### config.mk
export PLATFORM = sky130hd
export DESIGN_NAME = triplet_collector
export DESIGN_NICKNAME = d
export VERILOG_FILES = /design/src/rtl/triplet_pkg.sv /design/src/rtl/triplet_collector_gap_timer.sv /design/src/rtl/triplet_collector.sv
export SDC_FILE = /design/constraint.sdc
export NUM_CORES = 1
export LEC_CHECK = 0
export CAP_MARGIN = 20
export CORE_AREA = 2 2 76 49
export CTS_BUF_LIST = sky130_fd_sc_hd__clkbuf_8 sky130_fd_sc_hd__clkbuf_16
export CTS_CLUSTER_DIAMETER = 30
export DETAILED_ROUTE_END_ITERATION = 10
export DIE_AREA = 0 0 78 51
export MAX_ROUTING_LAYER = met4
export PLACE_DENSITY_LB_ADDON = 0.2
export SYNTH_ARGS = -nofsm -noshare
export SYNTH_HDL_FRONTEND = slang
export SYNTH_HIERARCHICAL = 1
export SYNTH_SLANG_ARGS = --single-unit
### constraint.sdc
create_clock -name clk -period 2.85 [get_ports clk]
set_input_delay 0.4275 -clock clk [delete_from_list [all_inputs] [get_ports clk]]
set_output_delay 0.4275 -clock clk [all_outputs]
set_load 0.05 [all_outputs]
### src/rtl/triplet_pkg.sv
// triplet_pkg: shared constants for the triplet collector.
// Holds the collector state encoding and the default word width,
// gap limit and delivered-triplet counter width.
package triplet_pkg;

    localparam int WIDTH_DEF   = 3;
    localparam int GAP_MAX_DEF = 15;
    localparam int CNT_W_DEF   = 8;

    // Collector states: expecting A, B or C, or holding a full triplet
    typedef logic [1:0] state_t;

    localparam state_t S0   = 2'd0;
    localparam state_t S1   = 2'd1;
    localparam state_t S2   = 2'd2;
    localparam state_t FULL = 2'd3;

endpackage

### src/rtl/triplet_collector_gap_timer.sv
// gap_timer: counts idle cycles while enabled and flags expiry on the
// cycle the count would reach GAP_MAX. GAP_MAX = 0 never expires.
module gap_timer
    import triplet_pkg::*;
#(
    parameter int GAP_MAX = GAP_MAX_DEF
) (
    input  logic clk,
    input  logic rst,
    input  logic clear,
    input  logic enable,
    output logic expire
);

    localparam int CW = (GAP_MAX < 2) ? 1 : $clog2(GAP_MAX + 1);

    logic [CW-1:0] count_q;
    logic [CW-1:0] count_d;

    generate
        if (GAP_MAX == 0) begin : g_never
            assign expire = 1'b0;
        end else begin : g_limit
            assign expire = enable && (count_q == CW'(GAP_MAX - 1));
        end
    endgenerate

    // Next count: restart on clear or expiry, otherwise step while enabled
    always_comb begin
        count_d = count_q;
        if (clear || expire) begin
            count_d = '0;
        end else if (enable && (GAP_MAX != 0)) begin
            count_d = count_q + CW'(1);
        end
    end

    // Idle-cycle counter register
    always_ff @(posedge clk or posedge rst) begin
        if (rst) begin
            count_q <= '0;
        end else begin
            count_q <= count_d;
        end
    end

endmodule

### src/rtl/triplet_collector.sv
// triplet_collector: gathers three consecutive stream words into a
// parallel A/B/C triplet with its own valid/ready handshake, discards
// stalled partial triplets and counts delivered triplets.
// Optional macro TRIPLET_MATCH_FLAG_EN adds out_match (A == B == C).
module triplet_collector
    import triplet_pkg::*;
#(
    parameter int WIDTH   = WIDTH_DEF,
    parameter int GAP_MAX = GAP_MAX_DEF,
    parameter int CNT_W   = CNT_W_DEF
) (
    input  logic             clk,
    input  logic             rst,
    input  logic             flush,
    input  logic             in_valid,
    output logic             in_ready,
    input  logic [WIDTH-1:0] in_data,
    output logic             out_valid,
    input  logic             out_ready,
    output logic [WIDTH-1:0] out_a,
    output logic [WIDTH-1:0] out_b,
    output logic [WIDTH-1:0] out_c,
    output logic             drop_pulse,
    output logic [CNT_W-1:0] triplet_cnt
`ifdef TRIPLET_MATCH_FLAG_EN
    ,
    output logic             out_match
`endif
);

    state_t            state_q, state_d;
    logic [WIDTH-1:0]  a_q, a_d;
    logic [WIDTH-1:0]  b_q, b_d;
    logic [WIDTH-1:0]  c_q, c_d;
    logic              drop_q, drop_d;
    logic [CNT_W-1:0]  cnt_q, cnt_d;
    logic              in_fire;
    logic              out_fire;
    logic              gap_enable;
    logic              gap_expire;
`ifdef TRIPLET_MATCH_FLAG_EN
    logic              match_q, match_d;
`endif

    // Handshake: FULL passes out_ready through so a word can enter in the
    // same cycle the held triplet leaves; flush blocks all input.
    always_comb begin
        out_valid = (state_q == FULL);
        if (flush) begin
            in_ready = 1'b0;
        end else if (state_q == FULL) begin
            in_ready = out_ready;
        end else begin
            in_ready = 1'b1;
        end
        in_fire    = in_valid && in_ready;
        out_fire   = out_valid && out_ready;
        gap_enable = ((state_q == S1) || (state_q == S2)) && !in_fire && !flush;
    end

    // The timer only runs while a partial triplet waits for its next word
    gap_timer #(
        .GAP_MAX (GAP_MAX)
    ) u_gap_timer (
        .clk    (clk),
        .rst    (rst),
        .clear  (!gap_enable),
        .enable (gap_enable),
        .expire (gap_expire)
    );

    // Collection FSM: capture A/B/C, hold the triplet, discard on timeout
    always_comb begin
        state_d = state_q;
        a_d     = a_q;
        b_d     = b_q;
        c_d     = c_q;
        drop_d  = 1'b0;
        cnt_d   = cnt_q;
`ifdef TRIPLET_MATCH_FLAG_EN
        match_d = match_q;
`endif
        if (flush) begin
            state_d = S0;
        end else begin
            case (state_q)
                S0: begin
                    if (in_fire) begin
                        a_d     = in_data;
                        state_d = S1;
                    end
                end
                S1: begin
                    if (in_fire) begin
                        b_d     = in_data;
                        state_d = S2;
                    end else if (gap_expire) begin
                        drop_d  = 1'b1;
                        state_d = S0;
                    end
                end
                S2: begin
                    if (in_fire) begin
                        c_d     = in_data;
`ifdef TRIPLET_MATCH_FLAG_EN
                        match_d = (in_data == a_q) && (in_data == b_q);
`endif
                        state_d = FULL;
                    end else if (gap_expire) begin
                        drop_d  = 1'b1;
                        state_d = S0;
                    end
                end
                default: begin
                    if (out_fire) begin
                        cnt_d = cnt_q + CNT_W'(1);
                        if (in_fire) begin
                            a_d     = in_data;
                            state_d = S1;
                        end else begin
                            state_d = S0;
                        end
                    end
                end
            endcase
        end
    end

    // State, triplet words, drop pulse and delivery counter registers
    always_ff @(posedge clk or posedge rst) begin
        if (rst) begin
            state_q <= S0;
            a_q     <= '0;
            b_q     <= '0;
            c_q     <= '0;
            drop_q  <= 1'b0;
            cnt_q   <= '0;
`ifdef TRIPLET_MATCH_FLAG_EN
            match_q <= 1'b0;
`endif
        end else begin
            state_q <= state_d;
            a_q     <= a_d;
            b_q     <= b_d;
            c_q     <= c_d;
            drop_q  <= drop_d;
            cnt_q   <= cnt_d;
`ifdef TRIPLET_MATCH_FLAG_EN
            match_q <= match_d;
`endif
        end
    end

    assign out_a       = a_q;
    assign out_b       = b_q;
    assign out_c       = c_q;
    assign drop_pulse  = drop_q;
    assign triplet_cnt = cnt_q;
`ifdef TRIPLET_MATCH_FLAG_EN
    assign out_match   = match_q;
`endif

endmodule

## Yosys cells after proc, flatten, opt, wreduce, memory -nomap -nowiden

Cells that the tools add are included.

- Reductions and logical operators: 21
- Bitwise operators: 3
- Magnitude comparators: 0
- Equality and inequality tests: 5
- Div/mod/pow operators: 0
- Muxes and demuxes: 19
- Shift-type cells: 0
- Multipliers: 0
- Add/sub/neg operators: 2

Operators by type and width:

| cell | count |
|---|---|
| 2-to-1 mux 2 bit | 6 |
| AND reduction 3 bit | 4 |
| adder 8 x 1 -> 8 bit (second input constant) | 1 |
| 2-to-1 mux 4 bit | 2 |
| 2-to-1 mux 1 bit | 7 |
| 2-to-1 mux 3 bit | 2 |
| case mux 2 bit (3 select lines) | 1 |
| case mux 3 bit (2 select lines) | 1 |
| logical AND 1 bit | 5 |
| nonzero test 5 bit | 1 |
| adder 4 x 1 -> 4 bit (second input constant) | 1 |
| equality test 2 bit (second input constant) | 2 |
| equality test 4 bit (second input constant) | 1 |
| nonzero test 2 bit | 2 |
| zero test 1 bit | 3 |
| != test 3 bit (second input constant) | 1 |
| inverter 1 bit | 3 |
| OR reduction 3 bit | 1 |
| equality test 2 x 1 -> 1 bit (second input constant) | 1 |
| zero test 2 bit | 1 |
| logical OR 1 bit | 2 |
| AND reduction 2 bit | 1 |
| OR reduction 2 bit | 1 |

- Word-level logic and storage cells: 57
- Bits in read-only memories: 0
- Register bits: 24
- RAM bits: 0
- Latch bits: 0
- Input port bits: 8
- Memories kept: 0

## Longest topological paths before layout

Gate-level depths: netlist of run 1.

- Depth after elaboration: 12
- Mapped depth: 8

## Hierarchy

The synthesis of run 1 kept the hierarchy.

Modules (own cells, without submodules):

| module | instances | cells an instance | sequential area each (µm²) | area an instance (µm²) |
|---|---|---|---|---|
| triplet_collector | 1 | 86 | 500.5 | 1007.2 |
| gap_timer | 1 | 20 | 100.1 | 216.5 |

## Least setup slack after synthesis of run 1

Ideal clock, no wire load.

- Path type: reg-to-reg
- From: register state_q[0]
- To: register state_q[1]
- Setup time: 123 ps
- Data arrival time: 2139 ps
- Path slack: 587 ps
- Path buffers: 0
- Required time: 2727 ps
- Stages on the path, launching flop included: 8
- Cells stage by stage: dfrtp_1 -> ha_1 -> nand2b_1 -> a21oi_1 -> and4_4 -> nor3_1 -> o21ai_0 -> a21oi_1

- Word-level cells in the longest chain between the ends: 12

RTL lines:

| what | line | RTL |
|---|---|---|
| from (decl) | triplet_collector.sv:31 | `state_t state_q, state_d;` |
| from (signal assigned) | triplet_collector.sv:142 | `state_q <= state_d;` |
| equality test 2 bit * | triplet_collector.sv:48 | `out_valid = (state_q == FULL);` |
| net out_valid | triplet_collector.sv:18 | `output logic out_valid,` |
| 2-to-1 mux 1 bit * | triplet_collector.sv:51 | `end else if (state_q == FULL) begin` |
| 2-to-1 mux 1 bit * | triplet_collector.sv:49 | `if (flush) begin` |
| logical AND 1 bit * | triplet_collector.sv:56 | `in_fire = in_valid && in_ready;` |
| zero test 1 bit * | triplet_collector.sv:58 | `gap_enable = ((state_q == S1) \|\| (state_q == S2)) && !in_fire && !flush;` |
| logical AND 1 bit * (2 in series) | triplet_collector.sv:58 |  |
| net gap_enable | triplet_collector.sv:39 | `logic gap_enable;` |
| logical AND 1 bit * | triplet_collector_gap_timer.sv:24 | `assign expire = enable && (count_q == CW'(GAP_MAX - 1));` |
| net gap_expire | triplet_collector.sv:40 | `logic gap_expire;` |
| 2-to-1 mux 2 bit * | - |  |
| 2-to-1 mux 2 bit, on equally long branches | triplet_collector.sv:103, triplet_collector.sv:94 |  |
| case mux 2 bit (3 select lines) * | triplet_collector.sv:86 | `case (state_q)` |
| 2-to-1 mux 2 bit * | triplet_collector.sv:83 | `if (flush) begin` |

The timed path passes the listed nets; every way through them passes the cells marked *.
A chain may end at the register's enable or synchronous reset.

## Final worst setup path of run 1

- From: register state_q[0]
- To: output in_ready

- Word-level cells in the longest chain between the ends: 3

RTL lines:

| what | line | RTL |
|---|---|---|
| equality test 2 bit | triplet_collector.sv:51 |  |
| 2-to-1 mux 1 bit | triplet_collector.sv:51 |  |
| 2-to-1 mux 1 bit | triplet_collector.sv:49 |  |
| to (decl) | triplet_collector.sv:16 | `output logic in_ready,` |

Every way passes these cells.

==> flow_summary_export.csv, run 1 <==
group,metric,value,unit
run_status,status,"finished, final reports clean",
floorplanning,initial_core_util,36.0,%
cts,cts_hold_repair.buffers,0,
pwr,power_density,738,mW/mm^2
logic_synthesis,yosysWarnings,6,
critical_path,reg2reg_depth,6,
global_routing,grt_pass1_wl,4240,um
route,dr.first_iter.drc_count,43,
sta,period_minus_slack,2.55,ns
sta,period_share,89.5,%
route,wl,2350,um
cts,cts_tree,"yes",
cts,h-tree-depth,1,
cts,clk_path_buf_depth,2,
placement,placed_cells,181,
logic_synthesis,synthDistinctLibCells,32,
floorplanning,coreArea,0.00340,mm^2
cts,post_cts_resized,0,
cts,post_cts_buffers,0,
global_routing,track_usage,14.2,%
global_routing,grt_max_degree,21,
critical_path,rrSetupSlack,0.79,ns
logic_synthesis,synth_top_area_share,49.1,%
route,wl_per_cell,12.7,um
cells_and_area,final_area,0.00163,mm^2
critical_path,crit_start,"state_q[0]",
critical_path,worstPathMaxFanout,7,
sta,tightest_slew,0.755,ns
sta,report.final.slew_viol_count,0,
sta,setup_viol,0,
cts,clk_latency,0.26,ns
cts,clkSinkCount,24,
sta,finalClockSkew,0.000756,ns
floorplanning,die_h,51,um
critical_path,worstSetupStartpointType,"register",
global_routing,grt_overflow,0,
route,vias_per_cell,4.71,
logic_synthesis,synth_area,0.00122,mm^2
route,antenna_left,0,
pwr,ir_drop,0.000433,V
cells_and_area,area_growth,33.3,%
cells_and_area,layout-drive-gt1-share,11.6,%
cts,cts_buffers,3,
logic_synthesis,synth_area_leader_cell,"dfrtp_1",
global_routing,antenna_found_initial,0,
pwr,leakage,0.717,nW
cells_and_area,stdcell_count,185,
route,drc,0,
worst_hold_path,hp-class,"in -> async",
global_routing,grt_pass1_vias,843,
route,vias,871,
floorplanning,io_pins,28,
cells_and_area,antenna_cells,0,
cts,clk_pin_slew,0.08,ns
placement,port_buffers,27,
placement,place_congestion,0.937,
placement,hpwl,1870,um
critical_path,worstReg2RegEnd,"state_q[1]",
sta,final-hold-violation-count,0,
critical_path,cp-end-kind,"primary output",
floorplanning,rows,17,
critical_path,worstPathArrival,2.12,ns
logic_synthesis,syn_area_per_cell,11.5,um^2
logic_synthesis,syn_nets,122,
sta,setup_tns,0,ns
sta,slew_headroom,49.6,%
floorplanning,die_w,78,um
job,max-cap-violations,0,
logic_synthesis,ys_ff_latch,24,
logic_synthesis,synthTopCellsByArea,"dfrtp_1, ha_1, mux2_2",
floorplanning,die_area,0.00398,mm^2
cells_and_area,fin_nets,155,
placement,place_area,0.00156,mm^2
critical_path,cp_data_required_time,2.42,ns
logic_synthesis,synth-seq-area-share,49.1,%
sta,rsz0062_at_grt,"no",
logic_synthesis,synthCells,106,
critical_path,reg2reg_from,"state_q[0]",
cts,cts_root_buffer,"clkbuf_8",
critical_path,worstSetupPathType,"reg -> out",
sta,max_freq,0.392,GHz
route,dr.pass1.iters,4,
## per-stage QoR
step	util, %	power [mW]	hold slack (ns)	setup slack (ns)
after floorplan	-	0.759	0.194	0.587
after global placement	45.8	0.913	0.469	0.474
after detailed placement	45.8	0.920	0.482	0.420
after CTS	47.9	1.22	0.369	0.275
after global routing	47.9	1.26	0.394	0.196
final	47.9	1.20	0.376	0.298
## report_power, final
group	internal (mW)	switching, mW
logic	0.176	0.300
clock network	0.188	0.107
registers	0.399	0.0335
## cells by family (layout without fill, tap and decap cells)
group,count (synthesis),in the layout,share of synthesized area [%]
flops,24,24,49.1
mux,11,11,10.0
buf+inv,7,39,2.15
xor+xnor,10,10,7.16
simple gates,37,37,17.9
compound gates,9,9,5.52
fa+ha+maj,8,8,8.18
## cell usage after synthesis, drive strengths merged
library cell,count
and3,2
and4,1
or3,1
dfrtp,24
a2111oi,1
nand2b,5
nor3,2
mux2,10
and4b,1
nor2b,1
nand3b,1
xnor2,7
mux2i,1
and2,3
a21oi,3
a211oi,2
nand3,3
o21ai,1
nor2,7
nand4,3
or2,1
a221o,1
or4,1
nor4,1
ha,8
nand2,4
inv,7
o41ai,1
xor2,3
## worst max-delay path, cell delays in order (launching register included)
cell and delay [ns]:
dfrtp_1 0.44, ha_1 0.31, nor2b_1 0.19, nor2_1 0.11, clkdlybuf4s50_1 0.81
## flip-flops by register name (all words and copies together) (netlist names)
signal               count
out_c                    3
triplet_cnt              8
state_q                  2
out_a                    3
drop_pulse               1
u_gap_timer/count_q      4
out_b                    3
## worst max-delay path by stage
| stage | cells after the start | endpoint |
|---|---|---|
| 5_1_grt | 4 | in_ready |
| 3_3_place_gp | 4 | in_ready |
| 3_5_place_dp | 4 | in_ready |
| 2_1_floorplan | 7 | state_q[1] |
| 4_1_cts | 4 | in_ready |
| 6_report | 4 | in_ready |
## layout by cell type (no fill, tap or decap), drive strengths merged, types with 2 or more instances in the layout
cell	synthesis	layout
clkdlybuf4s50	0	27
clkbuf	0	3
dfrtp	24	24
nor2	7	7
and2	3	3
nand2	4	4
nand3	3	3
nand4	3	3
mux2	10	10
a21oi	3	3
inv	7	7
nor3	2	2
nand2b	5	5
xor2	3	3
a211oi	2	2
xnor2	7	7
ha	8	8
and3	2	2
## per-layer routing
layer | GRT usage, % | share of wire, % | up-vias
li1 | - | - | 441
met1 | 21.3 | 56 | 400
met2 | 18.1 | 38 | 28
met3 | 3.53 | 5.1 | 2
met4 | 4.97 | 0.81 | 0
met5 | - | 0 | -
## cell type report
cell class	count	area, um^2
fill	326	1770
sequential	24	601
multi-input combinational	75	597
timing repair buffer	28	278
tap	47	58.8
clock buffer	3	41.3
clock inverter	1	30.0
inverter	7	26.3
Note: power is estimated with default switching activity, not from simulation.
==> inputs of run 2 (changes only) <==
--- a/config.mk
+++ b/config.mk
@@ -13,6 +13,7 @@
 export DIE_AREA = 0 0 78 51
 export MAX_ROUTING_LAYER = met4
 export PLACE_DENSITY_LB_ADDON = 0.2
+export SKIP_LAST_GASP = 1
 export SYNTH_ARGS = -nofsm -noshare
 export SYNTH_HDL_FRONTEND = slang
 export SYNTH_HIERARCHICAL = 1
==> results of run 2 <==
The final DEF is identical to that of run 1; final timing and power are the same.
